### config.mk
export PLATFORM = sky130hd
export DESIGN_NAME = perf_counter_bank_flat
export DESIGN_NICKNAME = d
export VERILOG_FILES = /design/src/rtl/perf_pkg.sv /design/src/rtl/perf_if.sv /design/src/rtl/perf_counter_bank_ch.sv /design/src/rtl/perf_counter_bank.sv /design/src/flat_wrapper.sv
export SDC_FILE = /design/constraint.sdc
export NUM_CORES = 1
export LEC_CHECK = 0
export ABC_CLOCK_PERIOD_IN_PS = 2650
export CORE_AREA = 4 4 159 161
export CTS_CLUSTER_DIAMETER = 60
export DETAILED_ROUTE_END_ITERATION = 12
export DIE_AREA = 0 0 163 165
export PLACE_DENSITY_LB_ADDON = 0.12
export SYNTH_ARGS = -nofsm -noshare
export SYNTH_HDL_FRONTEND = slang
export SYNTH_SLANG_ARGS = --single-unit
export TNS_END_PERCENT = 10
### constraint.sdc
create_clock -name i_clk -period 2.65 [get_ports i_clk]
set_clock_uncertainty 0.15 [all_clocks]
set_input_delay 0.53 -clock i_clk [delete_from_list [all_inputs] [get_ports i_clk]]
set_output_delay 0.53 -clock i_clk [all_outputs]
set_load 0.02 [all_outputs]
### src/rtl/perf_pkg.sv
// Shared definitions for the perf read bus: widths, address type and the
// per-channel offset helpers used by every perf agent's readout decoder.
package perf_pkg;

  localparam int PERF_ADDR_W = 8;
  localparam int PERF_DATA_W = 32;

  typedef logic [PERF_ADDR_W-1:0] perf_addr_t;
  typedef logic [PERF_DATA_W-1:0] perf_data_t;

  // Low 32 bits of channel n live at an even offset.
  function automatic int perf_lo_off(input int n);
    return 2 * n;
  endfunction

  // Upper bits of channel n sit directly after its low word.
  function automatic int perf_hi_off(input int n);
    return 2 * n + 1;
  endfunction

  // Status word follows the last channel's hi word.
  function automatic int perf_status_off(input int num_ch);
    return 2 * num_ch;
  endfunction

endpackage

### src/rtl/perf_if.sv
// Perf read bus. Handshake: the master presents addr with stb high for one
// cycle per read (stb held k cycles means k reads); the addressed slave
// answers with ack and data in the following cycle only. There is no
// back-pressure: stall is always 0 from this slave.
interface perf_if;
  import perf_pkg::*;

  perf_addr_t addr;
  logic       stb;
  perf_data_t data;
  logic       ack;
  logic       stall;

  modport master (output addr, output stb, input data, input ack, input stall);
  modport slave  (input addr, input stb, output data, output ack, output stall);

endinterface

### src/rtl/perf_counter_bank_ch.sv
// One performance counter channel: a CNT_W-bit event counter with a sticky
// overflow flag. SATURATE selects hold-at-all-ones versus wrap-to-zero.
// clear has priority over incr.
module perf_counter_bank_ch #(
  parameter int CNT_W    = 48,
  parameter bit SATURATE = 1'b0
) (
  input  logic             clk,
  input  logic             reset,
  input  logic             incr,
  input  logic             clear,
  output logic [CNT_W-1:0] value,
  output logic             ovf
);

  logic [CNT_W-1:0] value_nxt;
  logic             ovf_nxt;

  // Next count and flag: clear first, then increment with overflow policy.
  always_comb begin
    value_nxt = value;
    ovf_nxt   = ovf;
    if (clear) begin
      value_nxt = '0;
      ovf_nxt   = 1'b0;
    end else if (incr) begin
      if (&value) begin
        ovf_nxt   = 1'b1;
        value_nxt = SATURATE ? value : '0;
      end else begin
        value_nxt = value + 1'b1;
      end
    end
  end

  // Counter and sticky flag registers.
  always_ff @(posedge clk) begin
    if (reset) begin
      value <= '0;
      ovf   <= 1'b0;
    end else begin
      value <= value_nxt;
      ovf   <= ovf_nxt;
    end
  end

endmodule

### src/rtl/perf_counter_bank.sv
// Multi-channel performance counter bank on the perf read bus.
// Window: BASE_ADDR + 2n = counter[n] low word, +2n+1 = upper bits,
// +2*NUM_CH = overflow status. Reads are answered one cycle after stb.
// Optional macro PERF_COUNTER_BANK_SNAPSHOT_EN: reading a low word latches
// that channel's upper bits into a shadow, which the hi read then returns.
module perf_counter_bank
  import perf_pkg::*;
#(
  parameter perf_addr_t BASE_ADDR = 8'h00,
  parameter int         NUM_CH    = 4,
  parameter int         CNT_W     = 48,
  parameter bit         SATURATE  = 1'b0
) (
  input  logic              i_clk,
  input  logic              i_reset,
  input  logic [NUM_CH-1:0] i_incr,
  input  logic              i_enable,
  input  logic              i_clear,
  perf_if.slave             perf
);

  if (int'(BASE_ADDR) + 2 * NUM_CH > 255) begin : g_bad_window
    $fatal(1, "perf_counter_bank: address window runs past 8'hFF");
  end

  logic [CNT_W-1:0]  cnt_val [NUM_CH];
  logic [63:0]       cnt_ext [NUM_CH];
  logic [31:0]       hi_word [NUM_CH];
  logic [NUM_CH-1:0] ovf_vec;
  logic [NUM_CH-1:0] lo_hit;

  // A 9-bit difference tells us both the offset and whether addr < BASE_ADDR.
  logic [8:0] diff;
  logic [7:0] off;
  logic       in_window;

  assign diff      = {1'b0, perf.addr} - {1'b0, BASE_ADDR};
  assign off       = diff[7:0];
  assign in_window = ~diff[8];

  for (genvar n = 0; n < NUM_CH; n++) begin : g_ch
    perf_counter_bank_ch #(
      .CNT_W    (CNT_W),
      .SATURATE (SATURATE)
    ) u_ch (
      .clk   (i_clk),
      .reset (i_reset),
      .incr  (i_incr[n] & i_enable),
      .clear (i_clear),
      .value (cnt_val[n]),
      .ovf   (ovf_vec[n])
    );

    assign cnt_ext[n] = 64'(cnt_val[n]);
    assign lo_hit[n]  = perf.stb && in_window && (int'(off) == perf_lo_off(n));

`ifdef PERF_COUNTER_BANK_SNAPSHOT_EN
    logic [31:0] shadow;

    // Latch the upper bits whenever the low word is read, so lo-then-hi is coherent.
    always_ff @(posedge i_clk) begin
      if (i_reset || i_clear) begin
        shadow <= '0;
      end else if (lo_hit[n]) begin
        shadow <= cnt_ext[n][63:32];
      end
    end

    assign hi_word[n] = shadow;
`else
    assign hi_word[n] = cnt_ext[n][63:32];
`endif
  end

  logic        rd_hit;
  logic [31:0] rd_data;

  // Address decode and readout mux over the current (pre-increment) state.
  always_comb begin
    rd_hit  = 1'b0;
    rd_data = '0;
    if (perf.stb && in_window) begin
      for (int n = 0; n < NUM_CH; n++) begin
        if (int'(off) == perf_lo_off(n)) begin
          rd_hit  = 1'b1;
          rd_data = cnt_ext[n][31:0];
        end
        if (int'(off) == perf_hi_off(n)) begin
          rd_hit  = 1'b1;
          rd_data = hi_word[n];
        end
      end
      if (int'(off) == perf_status_off(NUM_CH)) begin
        rd_hit  = 1'b1;
        rd_data = 32'(ovf_vec);
      end
    end
  end

  // Registered response: ack and data appear in the cycle after stb.
  always_ff @(posedge i_clk) begin
    if (i_reset) begin
      perf.ack  <= 1'b0;
      perf.data <= '0;
    end else begin
      perf.ack  <= rd_hit;
      perf.data <= rd_data;
    end
  end

  assign perf.stall = 1'b0;

endmodule
### src/flat_wrapper.sv
// flat-port wrapper written by rule: the top's interface ports become plain ports
module perf_counter_bank_flat import perf_pkg::*;
#(
  parameter perf_addr_t BASE_ADDR = 8'h00,
  parameter int         NUM_CH    = 4,
  parameter int         CNT_W     = 48,
  parameter bit         SATURATE  = 1'b0
)
  (i_clk, i_reset, i_incr, i_enable, i_clear, perf_addr, perf_stb, perf_data, perf_ack, perf_stall);
  perf_if perf_i ();
  input  logic i_clk;
  input  logic i_reset;
  input  logic [NUM_CH-1:0] i_incr;
  input  logic i_enable;
  input  logic i_clear;
  input wire logic [$bits(perf_i.addr)-1:0] perf_addr;
  input wire logic [$bits(perf_i.stb)-1:0] perf_stb;
  output wire logic [$bits(perf_i.data)-1:0] perf_data;
  output wire logic [$bits(perf_i.ack)-1:0] perf_ack;
  output wire logic [$bits(perf_i.stall)-1:0] perf_stall;
  assign perf_i.addr = perf_addr;
  assign perf_i.stb = perf_stb;
  assign perf_data = perf_i.data;
  assign perf_ack = perf_i.ack;
  assign perf_stall = perf_i.stall;
  perf_counter_bank #(.BASE_ADDR(BASE_ADDR), .NUM_CH(NUM_CH), .CNT_W(CNT_W), .SATURATE(SATURATE)) u_core (.i_clk(i_clk), .i_reset(i_reset), .i_incr(i_incr), .i_enable(i_enable), .i_clear(i_clear), .perf(perf_i));
endmodule
==> results of run 1 <==
synth_stat cells, types with 5 or more instances:
| library cell | n | area [um2] |
|---|---|---|
| dfxtp_1 | 229 | 4580 |
| nor2_1 | 208 | 781 |
| nand3_1 | 84 | 420 |
| xnor2_1 | 82 | 718 |
| nand2_1 | 78 | 293 |
| nand4_1 | 76 | 475 |
| xor2_1 | 65 | 569 |
| nor4_1 | 49 | 307 |
| inv_1 | 43 | 161 |
| a21oi_1 | 41 | 205 |
| clkbuf_1 | 40 | 150 |
| nor3_1 | 37 | 185 |
| o21ai_0 | 32 | 160 |
| o22ai_1 | 27 | 169 |
| or3_1 | 25 | 156 |
| and4_1 | 20 | 175 |
| buf_2 | 19 | 95.1 |
| or4_1 | 18 | 135 |
| a221o_1 | 17 | 170 |
| a22oi_1 | 17 | 128 |
| and3_1 | 14 | 87.6 |
| o31ai_1 | 14 | 105 |
| mux4_2 | 13 | 293 |
| o211a_1 | 12 | 120 |
| mux2_2 | 10 | 113 |
| nor2b_1 | 10 | 62.6 |
| and2_1 | 7 | 43.8 |
| buf_6 | 5 | 56.3 |
layer usage:
| metal | share of wire, % | global-route usage [%] | vias up |
|---|---|---|---|
| met3 | 5.6 | 4.22 | 76 |
| li1 | - | - | 5276 |
| met4 | 4.1 | 10.5 | 0 |
| met1 | 44 | 35.9 | 5137 |
| met2 | 46 | 42.8 | 317 |
| met5 | 0 | 0 | - |
area by class of cell:
type,instances,area [um2]
sequential,229,4580
multi-input combinational,1033,6650
tap,324,405
fill,2179,9710
timing repair buffer,171,1510
inverter,43,161
clock inverter,13,180
clock buffer,34,762
worst min-delay path, cell delays in order (launching register included):
cell	delay, ps
dfxtp_1	310
nand2_1	50
nand2_1	40
sequential cells by signal (all words and copies together), names as in the netlist:
signal	count
u_core.g_ch.u_ch.value	192
u_core.g_ch.u_ch.ovf	4
u_core.perf.data	32
u_core.perf.ack	1
power breakdown:
group          total (mW)  leakage, nW  switching (mW)  internal [mW]
clock network        3.92        0.459            1.51           2.42
registers            3.45         1.84         0.00296           3.45
logic               0.257         2.33           0.153          0.103
final timing paths:
| kind | end | cells after the start | start | slack (ps) |
|---|---|---|---|---|
| hold / removal | u_core.perf.data[3]$_SDFF_PP0_ | 2 | u_core.g_ch[3].u_ch.ovf$_SDFFE_PP0P_ | 290 |
| hold reg to reg | u_core.perf.data[3]$_SDFF_PP0_ | 2 | u_core.g_ch[3].u_ch.ovf$_SDFFE_PP0P_ | 290 |
| setup reg to reg | u_core.g_ch[3].u_ch.value[32]$_SDFFE_PP0P_ | 7 | u_core.g_ch[3].u_ch.value[0]$_SDFFE_PP0P_ | 210 |
| setup / recovery | u_core.perf.data[6]$_SDFF_PP0_ | 6 | perf_addr[7] | 180 |
kinds of logic (layout without fill, tap and decap cells):
logic type | Yosys count | after routing
multiplexers | 27 | 27
other | 1 | 1
adder cells (fa/ha/maj) | 4 | 4
XOR/XNOR | 147 | 147
flip-flops | 229 | 229
AO/OA/AOI/OAI | 186 | 186
buffers and inverters | 117 | 261
AND/OR/NAND/NOR | 668 | 668
repair_timing:
action                                 CTS  global route
resized for setup                        0             1
endpoints found under the hold margin    0             0
setup endpoints to repair                0            16
==> impl_results.md, run 1 <==
* Clock Pin Slew Worst Setup and Hold Paths at about 60 ps
* Mapped Area at 11700 um2
* Number of global-route vias before repair at 10.2k
* Post-route cell area at roughly 14000 um2
* Worst setup EP type: register
* Net Count, Synth at roughly 1.4k
* Layout Utilization at roughly three fifths
* Post-synthesis xor/xnor area fraction at a little over a tenth
* Most common cell after layout, fill and taps aside: dfxtp_1
* Num CTS Buffers at 27
* Setup TNS Final at 0 ps
* Finished Layout Cells at ~1.8k
* Crit Path Category: in2reg
* Commonest cells after routing, fill and taps aside: 229 x dfxtp_1, 208 x nor2_1, 113 x buf_4, 84 x nand3_1, 82 x xnor2_1
* Worst Path Required at approximately 2900 ps
* Initial Util at between 40% and 50%
* Adder-cell area share of the yosys netlist at 0.427%
* Final Cycle Share at ~93%
* Warnings from Yosys at 0
* Nets at around 1.5k
* Gr usage total at 26.6%
* Chip height at 165 um
* Drt initial violations at approximately 1.0k
* Critical path cell sequence: clkdlybuf4s50_1, or4_1, buf_4, or4_1, buf_4, o211a_1
* Largest family of logic cells by synthesized area: simple AND/OR/NAND/NOR gates
* Max-cap violations at 0
* Overall power at between 7 and 8 mW
* CTS tree: done
* Detailed Route WL at 36000 um
* Family with the most delay on the worst path: simple AND/OR/NAND/NOR gates
* Max Fclk at ~400 MHz
* DP Area at roughly 13000 um2
* Htree depth at 1
* Min-Delay Path Class: reg2reg
* Worst slew pin tran at around 970 ps
* First-pass GRT wire length at 56700 um
* Post-CTS Setup Bufs at 0
* Unrepaired setup endpoints after global routing: no
* # DRC at 0
* Buf+Inv Stages, Crit Path at 3
* Crit path launch type: input port
* Post-Synth Simple-Gate Area at around 30%
* Initial antenna violation count at 0
* # setup viols final at 0
* Row count at 57
* Cells after synthesis at between 1k and 1.5k
* Hold Worst Slack at between 200 and 300 ps
* Post-Place Cells at between 1.5k and 2k
* DRT antenna net count at 0
* Final Worst Setup Slack at 180 ps
* Critical path's slowest cell: or4_1
* Max Slew Vio Count at 0
* Min Tclk post-route at approximately 2500 ps
* Pre-CTS WS at -425 ps
* Seq cells post-synth at 229
* Number of flops mapped to enable cells by yosys at 0
* TritonCTS Sinks at 229
* Relative slew slack at 34.9%
* Vias per Instance at 5.85
* Async SR Flop Fraction at 0%
* Final GP Congestion at between 0.9 and 1
* Total Die Area at roughly 27000 um2
* Diode count at 0
* DP HPWL at approximately 27000 um
* Fin. Hold Viols at 0
* TritonRoute pass-1 iters at 5
* Primary FF master, synth: dfxtp_1
* Largest net degree at the start of global routing at 34
* CORE AREA at 24000 um2
* GR Overflow Total at 0
* Syn_area_per_cell at between 8 and 9 um2
* Run status: finished clean
* Vias at 10.8k
* Synth cell types at between 60 and 70
* Maximum clock path buffer count at 3
* Leakage at between 4 and 5 nW
* Multiplexer area fraction after synthesis at around 3.8%
* Worst Path Arrival at around 2700 ps
* Power Dens Cells at roughly 540 nW/um2
* CTS Hold Bufs at 0
* Clk_lat worst skew at between 500 and 600 ps
* Share of cells above drive strength 1 at 15.0%
* Root Buffer: clkbuf_16
* Compound-cell area share of the yosys netlist at 10.9%
* Port Buffer Count at 49
* Layout area overhead at 21.6%
* VDD IR max at 494 uV
* Crit-path max FO at 12
* Seq/Total Area, Yosys at roughly two fifths
* I/O pins at slightly above 50
* Chip Width at between 150 and 200 um
* Wirelength per Cell at 19.5 um
* Max stage delay on crit path at about 600 ps
No activity file was read; power rests on OpenSTA's default activity.
==> run 2: changes to the inputs <==
- CORE_AREA: 4 4 159 161 -> 2 2 157 159
- DIE_AREA: 0 0 163 165 -> 0 0 159 161
==> impl_results.md, run 2 (synthesis results as in run 1) <==
* Final Worst Setup Slack at roughly 210 ps
* Crit-path max FO at 16
* Gr usage total at about 28%
* WP depth at 6
* Detailed Route WL at 35900 um
* Depth of the worst hold-timing path at 2
* Post-CTS Setup Bufs at 0
* Num CTS Buffers at 27
* GR Util met3 at ~5.6%
* Commonest cells after routing, fill and taps aside: 229 x dfxtp_1, 208 x nor2_1, 120 x buf_4, 84 x nand3_1, 82 x xnor2_1
* CTS tree: done
* Worst Path Arrival at about 2700 ps
* Vias at 10.8k
* R2R cell count at 7
* Final GP Congestion at 0.987
* Initial antenna violation count at 0
* Critical path cell sequence: clkdlybuf4s50_1, or4_1, buf_4, o21ai_0, nor3_4, a221o_2
* Max Slew Vio Count at 0
* Final Cycle Share at 92.0%
* Buf+Inv Stages, Crit Path at 2
* Worst setup EP type: register
* Crit path launch type: input port
* Min-Delay Path Class: reg2reg
* Relative slew slack at 38.1%
* Met1 GRT Util at between 30% and 40%
* Post-route cell area at around 14000 um2
* TritonCTS Sinks at roughly 230
* I/O pins at 51
* Leakage at 4.62 nW
* Diode count at 0
* Wirelength per Cell at 19.4 um
* Max stage delay on crit path at about 610 ps
* Layout area overhead at 21.4%
* Largest Register: u_core.g_ch.u_ch.value
* Clock Pin Slew Worst Setup and Hold Paths at 60 ps
* # DRC at 0
* Drt initial violations at between 800 and 900
* Htree depth at 1
* Fill cell count at 2180
* TritonRoute pass-1 iters at 5
* Fin. Hold Viols at 0
* CORE AREA at about 24000 um2
* Worst slew pin tran at ~900 ps
* First-pass GRT wire length at between 50000 and 60000 um
* Port Buffer Count at 49
* Critical path's slowest cell: or4_1
* Total Die Area at around 26000 um2
* Clk_lat worst skew at approximately 540 ps
* Max-cap violations at 0
* GR Overflow Total at 0
* Worst Path Required at approximately 2900 ps
* # setup viols final at 0
* Biggest regs: u_core.g_ch.u_ch.value x192, u_core.perf.data x32, u_core.g_ch.u_ch.ovf x4
* Crit Path Category: in2reg
* DP Area at 13300 um2
* Vias per Instance at just under 6
* DRT antenna net count at 0
* DP HPWL at between 20000 and 30000 um
* Largest register FFs at between 150 and 200
* Unrepaired setup endpoints after global routing: no
* VDD IR max at roughly 450 uV
* Hold Worst Slack at around 320 ps
* Grt peak-use layer: met2
* Run status: finished clean
* Post-Place Cells at approximately 1.8k
* Pre-CTS WS at -441 ps
* Met2 Usage GRT at 44.3%
* Share of cells above drive strength 1 at 14.9%
* Largest net degree at the start of global routing at 33
* Chip Width at between 150 and 200 um
* Family with the most delay on the worst path: simple AND/OR/NAND/NOR gates
* Finished Layout Cells at about 1.9k
* Max Fclk at between 400 and 500 MHz
* Power Dens Cells at 521 nW/um2
* Nets at approximately 1.5k
* Min Tclk post-route at between 2000 and 2500 ps
* Row count at 57
* Root Buffer: clkbuf_16
* Chip height at approximately 160 um
* Number of global-route vias before repair at 9984
* Most common cell after layout, fill and taps aside: dfxtp_1
* Maximum clock path buffer count at 3
* Initial Util at 48.9%
## run 2: cell count changes in the layout (fill, tap and decap cells not counted), moves of 2 or more
cell	change
inv_6	-2
clkbuf_1	+5
bufinv_16	-2
clkinv_2	-3
buf_4	+7
## run 2: worst register-to-register path, stage by stage, from the launching register on
cell and delay, ps:
dfxtp_1 380, ha_1 230, nand3_1 160, or4_1 710
nor4_1 360, buf_4 170, xnor2_1 100, nor2_1 50
## run 2: path summary, 6_finish.rpt
| check | start | to | slack [ps] |
|---|---|---|---|
| max | perf_addr[7] | u_core.perf.data[20]$_SDFF_PP0_ | 210 |
| min | u_core.g_ch[3].u_ch.ovf$_SDFFE_PP0P_ | u_core.perf.data[3]$_SDFF_PP0_ | 320 |
| max reg2reg | u_core.g_ch[3].u_ch.value[0]$_SDFFE_PP0P_ | u_core.g_ch[3].u_ch.value[38]$_SDFFE_PP0P_ | 240 |
| min reg2reg | u_core.g_ch[3].u_ch.ovf$_SDFFE_PP0P_ | u_core.perf.data[3]$_SDFF_PP0_ | 320 |
## run 2: through the flow
stage | TNS, ps | total power, mW | util [%]
floorplan | 0 | 3.66 | -
global placement | -24770 | 3.78 | 55.7
detailed placement | -30090 | 3.78 | 55.7
CTS | 0 | 7.47 | 59.3
global route | 0 | 7.64 | 59.4
finish | 0 | 7.41 | 59.4
## run 2: per-layer routing
layer / up-vias / wire, um
met5: - / 0
met3: 79 / 2350
met1: 5115 / 15500
li1: 5280 / -
met2: 349 / 16400
met4: 0 / 1620
## run 2: what timing repair did
action                     CTS  global route
hold buffers                 0             0
setup endpoints to repair    0            16
resized for setup            0             1
## run 2: cell type report
class / count / area (um2) / share of cell area (%)
inverters: 43 / 161 / 1.13
well taps: 324 / 405 / 2.85
clock inverters: 6 / 88.8 / 0.624
clock buffers: 40 / 795 / 5.58
repair buffers: 177 / 1550 / 10.9
multi-input cells: 1033 / 6650 / 46.7
flip-flops and latches: 229 / 4580 / 32.2
## run 2: power breakdown
group | total, mW | internal (mW) | switching, mW | leakage [nW]
Clock | 3.71 | 2.25 | 1.46 | 0.427
Sequential | 3.45 | 3.45 | 0.00327 | 1.84
Combinational | 0.257 | 0.105 | 0.153 | 2.35
==> run 3: changes to the inputs <==
- SKIP_LAST_GASP: not set -> 1
==> results of run 3 <==
Final layout, timing and power as in run 2 (identical DEF).
